<file path="config.mk">
export PLATFORM = sky130hd
export DESIGN_NAME = midi_note_parser
export DESIGN_NICKNAME = d
export VERILOG_FILES = /design/src/rtl/midi_note_parser.sv
export SDC_FILE = /design/constraint.sdc
export NUM_CORES = 1
export LEC_CHECK = 0
export CORE_MARGIN = 10
export CORE_UTILIZATION = 40
export CTS_CLUSTER_DIAMETER = 50
export DETAILED_ROUTE_END_ITERATION = 8
export PLACE_DENSITY_LB_ADDON = 0.2
export SYNTH_ARGS = -nofsm -noshare
export SYNTH_HDL_FRONTEND = slang
export SYNTH_SLANG_ARGS = --single-unit
</file>
<file path="constraint.sdc">
create_clock -name clk -period 1.8 [get_ports clk]
set_input_delay 0.18 -clock clk [delete_from_list [all_inputs] [get_ports clk]]
set_output_delay 0.18 -clock clk [all_outputs]
set_load 0.02 [all_outputs]
</file>
<file path="src/rtl/midi_note_parser.sv">
// MIDI byte-stream parser: tracks running status for one channel and turns
// note-on/note-off messages into a held note, scaled velocity and trigger pulse.
module midi_note_parser #(
  parameter logic [3:0] CHANNEL = 4'd0
) (
  input  logic       clk,
  input  logic       rst,
  input  logic [7:0] byte_in,
  input  logic       byte_valid,
  output logic [7:0] midi_data,
  output logic       midi_valid,
  output logic [7:0] amplitude,
  output logic       note_trig
);

  typedef enum logic [1:0] {
    IDLE      = 2'd0,
    WAIT_NOTE = 2'd1,
    WAIT_VEL  = 2'd2,
    SKIP      = 2'd3
  } state_t;

  typedef enum logic [1:0] {
    RS_NONE     = 2'd0,
    RS_NOTE_OFF = 2'd1,
    RS_NOTE_ON  = 2'd2,
    RS_OTHER    = 2'd3
  } run_stat_t;

  state_t      state, state_n;
  run_stat_t   run_stat, run_stat_n;
  logic [6:0]  note, note_n;
  logic        skip_two, skip_two_n;
  logic        skip_cnt, skip_cnt_n;
  logic [7:0]  data_n, amp_n;
  logic        valid_n, trig_n;

  logic [3:0]  hi_nib, lo_nib;
  assign hi_nib = byte_in[7:4];
  assign lo_nib = byte_in[3:0];

  always_ff @(posedge clk or posedge rst) begin
    if (rst) begin
      state      <= IDLE;
      run_stat   <= RS_NONE;
      note       <= '0;
      skip_two   <= 1'b0;
      skip_cnt   <= 1'b0;
      midi_data  <= '0;
      amplitude  <= '0;
      midi_valid <= 1'b0;
      note_trig  <= 1'b0;
    end else begin
      state      <= state_n;
      run_stat   <= run_stat_n;
      note       <= note_n;
      skip_two   <= skip_two_n;
      skip_cnt   <= skip_cnt_n;
      midi_data  <= data_n;
      amplitude  <= amp_n;
      midi_valid <= valid_n;
      note_trig  <= trig_n;
    end
  end

  always_comb begin
    state_n    = state;
    run_stat_n = run_stat;
    note_n     = note;
    skip_two_n = skip_two;
    skip_cnt_n = skip_cnt;
    data_n     = midi_data;
    amp_n      = amplitude;
    valid_n    = midi_valid;
    trig_n     = 1'b0;

    if (byte_valid) begin
      if (byte_in[7]) begin
        // Real-time bytes (F8-FF) fall through untouched so they can interleave mid-message.
        if (byte_in[7:3] == 5'b11111) begin
          state_n = state;
        end else if (hi_nib == 4'hF) begin
          run_stat_n = RS_NONE;
          state_n    = IDLE;
        end else if ((hi_nib == 4'h8 || hi_nib == 4'h9) && lo_nib == CHANNEL) begin
          run_stat_n = (hi_nib == 4'h9) ? RS_NOTE_ON : RS_NOTE_OFF;
          state_n    = WAIT_NOTE;
        end else begin
          run_stat_n = RS_OTHER;
          state_n    = SKIP;
          skip_two_n = !(hi_nib == 4'hC || hi_nib == 4'hD);
          skip_cnt_n = 1'b0;
        end
      end else begin
        case (state)
          WAIT_NOTE: begin
            note_n  = byte_in[6:0];
            state_n = WAIT_VEL;
          end
          WAIT_VEL: begin
            state_n = WAIT_NOTE;
            if (run_stat == RS_NOTE_ON && byte_in[6:0] != 7'd0) begin
              data_n  = {1'b0, note};
              amp_n   = {byte_in[6:0], byte_in[6]};
              valid_n = 1'b1;
              trig_n  = 1'b1;
            end else if (midi_valid && note == midi_data[6:0]) begin
              valid_n = 1'b0;
            end
          end
          SKIP: begin
            // Counts data bytes of the foreign message; SKIP persists under running status.
            skip_cnt_n = skip_two && !skip_cnt;
          end
          default: begin
            state_n = state;
          end
        endcase
      end
    end
  end

endmodule

</file>
==> Yosys cells after proc, flatten, opt, wreduce, memory -nomap -nowiden <==
Index checks and enable logic that the tools add are counted.
{ "classes": {"reduce_logical": 13, "eq_ne": 9, "bitwise_logic": 2, "mux": 14} }
{ "ops": {"columns": ["cell", "count"], "rows": [
  ["2-bit 2-to-1 mux", 7],
  ["4-bit equality test (second input constant)", 3],
  ["3-bit AND reduction", 3],
  ["4-bit AND reduction", 2],
  ["7-bit equality test", 1],
  ["7-bit nonzero test", 1],
  ["1-bit 2-to-1 mux", 6],
  ["5-bit equality test (second input constant)", 1],
  ["2-bit equality test (second input constant)", 2],
  ["4-bit logical NOT", 1],
  ["2-bit one-hot mux with 2 select lines", 1],
  ["1-bit logical AND", 3],
  ["3-bit nonzero test", 1],
  ["2-bit by 1-bit equality test with 1-bit output (second input constant)", 1],
  ["2-bit inequality test (second input constant)", 1],
  ["1-bit NOT", 2],
  ["2-bit nonzero test", 1],
  ["1-bit logical OR", 1]
]} }
{ "word_totals": {"reg_bits": 28, "output_inout_bits": 18, "inputBits": 11, "wordCells": 45} }

==> Longest topological paths before layout <==
{ "depth": {"ltp_word": 7, "ltp_mapped": 7, "mapped_depth_nobuf": 4} }

==> Least setup slack after synthesis <==
No wires, ideal clock.
{ "synth_path": {"path_type": "reg-to-reg", "from": "register state[1]", "to": "register amplitude[0]", "slack_ns": 0.257, "synth_period_minus_slack_ns": 1.543, "path_stages_with_launch": 7, "setup_time_ns": 0.125, "path_buffers": 2, "t_arrival_ns": 1.418, "required_ns": 1.675, "path_cell_list": "dfrtp_1 and3b_1 and2b_1 o2111a_1 buf_6 buf_12 mux2_4"} }
{ "synth_between": {"elab_chain_cells": 2} }
{ "synth_lines": {"columns": ["element", "line_no", "source"], "rows": [
  ["from (decl)", "30", "state_t state, state_n;"],
  ["from (signal assigned)", "54", "state <= state_n;"],
  ["2-bit equality test", "95", "case (state)"],
  ["4-bit AND reduction (no line)", null, null],
  ["to (signal assigned)", "60", "amplitude <= amp_n;"],
  ["to (decl)", "12", "output logic [7:0] amplitude,"]
]} }
No other way between the ends.
A chain may end at the register's enable or synchronous reset.

==> Worst setup path in the final report <==
{ "layout_path": {"from": "register state[1]", "to": "register amplitude[2]"} }
The elaborated chain is that of the path after synthesis.

==> impl_metrics.env <==
export IMPL_crit_path_end_kind="flop"
export IMPL_cts_setup_buffers=0
export IMPL_crit_path_max_fanout=5
export IMPL_status="complete, no violations"
export IMPL_synth_mux_area_fraction_pct=20.96
export IMPL_r2r_start="state[1]"
export IMPL_grt_pass1_vias=911
export IMPL_fin_setup_tns_ps=0
export IMPL_synth_warnings=0
export IMPL_vdd_ir_drop_max_mv=0.5333
export IMPL_r2r_end="amplitude[2]"
export IMPL_synthAdderAreaFrac_pct=0
export IMPL_final_nets=146
export IMPL_drive_gt1_share_pct=30.60
export IMPL_antenna_left=0
export IMPL_area_growth_synth_to_final_pct=32.68
export IMPL_rsz0062_at_grt="false"
export IMPL_clock_path_buffers=2
export IMPL_routed_wl_mm=2.613
export IMPL_ios=29
export IMPL_p_leak_uw=0.0007791
export IMPL_met2_wirelength_mm=1.197
export IMPL_overflow=0
export IMPL_post_route_min_period_ps=1680
export IMPL_clk_transition_reported_paths_ps=140
export IMPL_grt_max_degree=28
export IMPL_synth_compound_area_share_pct=5.512
export IMPL_synth_area_top_cells="dfrtp_1, mux2_2, mux2_4, xor2_1, nor4b_4"
export IMPL_die_x_um=76.38
export IMPL_die_h_um=76.38
export IMPL_cts_tree="yes"
export IMPL_endpoint="amplitude[2]"
export IMPL_synth_largest_area_cell="dfrtp_1"
export IMPL_worstPathRequired_ps=2020
export IMPL_maxCapViolCount=0
export IMPL_synth_top_family_by_area="multiplexers"
export IMPL_yosysUniqueCellTypes=27
export IMPL_syn_area_sq_um=1271
export IMPL_cts_resized=0
export IMPL_drt_met1_wl_mm=1.177
export IMPL_cts_made_buffers=3
export IMPL_grt_pass1_wl_mm=4.353
export IMPL_r2r_slack_ps=120
export IMPL_power_density_nw_per_um2=1222
export IMPL_clock_sinks=27
export IMPL_critPathKind="reg2reg"
export IMPL_cts_hold_buf=0
export IMPL_highest_layer="met4"
export IMPL_htreeDepth=1
export IMPL_cts_root_buf="clkbuf_4"
export IMPL_synth_simple_gate_area_share_pct=9.547
export IMPL_ys_seq_elements=27
export IMPL_wire_per_inst_um=14.68
export IMPL_drt_initial_drc_count=38
export IMPL_period_share_pct=93.32
export IMPL_placed_cells=174
export IMPL_start_kind="flop"
export IMPL_finalNonFillerCells=178
export IMPL_syn_num_nets=105
export IMPL_worstSkewPairLatency_ps=320
export IMPL_drc=0
export IMPL_syn_instance_count=94
export IMPL_track_usage_pct=9.078
export IMPL_setup_viol=0
export IMPL_hold_violations=0
export IMPL_worstPathArrival_ps=1900
export IMPL_via_per_inst=4.775
export IMPL_num_rows=20
export IMPL_min_path_type="in2async"
export IMPL_synth_top_area_share_pct=53.15
export IMPL_first_pass_iters=4
export IMPL_antenna_cells=0
export IMPL_start_util_pct=41.64
export IMPL_crit_path_start="state[1]"
export IMPL_synthXorXnorAreaFrac_pct=4.823
export IMPL_yosysSeqAreaShare_pct=53.15
export IMPL_fmax_mhz=595.3
export IMPL_coreArea_sq_um=3053
export IMPL_dr_wl_met3_um=220
export IMPL_port_buffers=27
export IMPL_die_area_sq_um=5833
export IMPL_antenna_found_initial=0
export IMPL_gp_congestion=0.7394
export IMPL_postSynthAreaPerCell_sq_um=13.52
export IMPL_vias=850
export IMPL_dp_hpwl_mm=2.050
export IMPL_finalClockSkew_ps=4.617
export IMPL_r2r_cells=5
export IMPL_finalMaxSlewViolations=0
[state kept, by name, summed over array words and instances, names as in the netlist]
register and count:
amplitude 7, midi_data 7, midi_valid 1, note 7
note_trig 1, run_stat 2, state 2
[logic make-up (layout without fill, tap and decap cells)]
kind of cell	after synthesis	in the layout
DFF	27	27
muxes	21	21
and+or+nand+nor	19	19
buffers and inverters	10	50
AOI/OAI and AO/OA	9	9
xor gates and xnor gates	7	7
other	1	1
[worst max-delay path, cell delays in order, from the launching register on]
cell and delay [ps]:
dfrtp_1 440, and3b_1 210, and2b_1 170, o2111a_1 260, buf_4 170, mux2_2 330
[through the flow]
step / cell area (sq um) / hold WS, ps / utilization, % / power, uW / setup slack, ps
floorplan: 1271 / 232.7 / - / 1441 / 256.8
global placement: 1660 / 462.4 / 54.39 / 1811 / -88.01
detailed placement: 1660 / 473.5 / 54.39 / 1833 / -125.9
CTS: 1687 / 203.1 / 55.25 / 2091 / 105.4
global route: 1687 / 220.4 / 55.25 / 2195 / 28.98
finish: 1687 / 198.6 / 55.25 / 2062 / 120.3
[power breakdown]
part,switching (uW),leakage [uW],internal [uW]
Combinational,359,0.000425,491
Sequential,157,0.000339,796
Clock,172,0.0000150,86.6
[synthesized netlist by cell type, drive strengths merged]
cell	n
nand2	6
o2111ai	2
and3b	1
nor2b	1
nor4	2
nor2	2
nand3	3
a31oi	1
o2111a	1
conb	1
a211o	1
mux2	21
and2b	1
xor2	7
inv	5
nor4b	1
a22oi	1
nor3	1
o21ai	2
buf	5
dfrtp	27
a21o	1
nand4	1
[layout by cell type (no fill, tap or decap), drive strengths merged, types with 2 or more instances in the layout]
cell / instances
nand3: 3
mux2: 21
buf: 14
xor2: 7
inv: 5
o21ai: 2
nor4: 2
nand2: 6
clkdlybuf4s50: 27
dfrtp: 27
clkbuf: 4
o2111ai: 2
nor2: 2
[worst min-delay path by stage]
| stage | cells past startpoint | startpoint | endpoint | slack [ps] |
|---|---|---|---|---|
| floorplan | 1 | rst | amplitude[0] | 230 |
| global placement | 2 | run_stat[0] | run_stat[0] | 460 |
| detailed placement | 2 | run_stat[0] | run_stat[0] | 470 |
| CTS | 3 | rst | amplitude[0] | 200 |
| global route | 3 | rst | note[6] | 220 |
| finish | 3 | rst | note_trig | 200 |
[final cells by class]
cell class | instances | area, sq um
Clock buffer | 4 | 26.28
Multi-Input combinational cell | 57 | 523.0
Sequential cell | 27 | 675.6
Fill cell | 268 | 1366
Tap cell | 44 | 55.05
Timing Repair Buffer | 41 | 387.9
Inverter | 5 | 18.77
[layer usage]
metal | vias to the layer above | track usage, %
li1 | 409 | -
met1 | 415 | 11.20
met2 | 24 | 13.35
met3 | 2 | 4.363
met4 | 0 | 3.346
met5 | - | 0
Note: power is estimated with default switching activity, not from simulation.
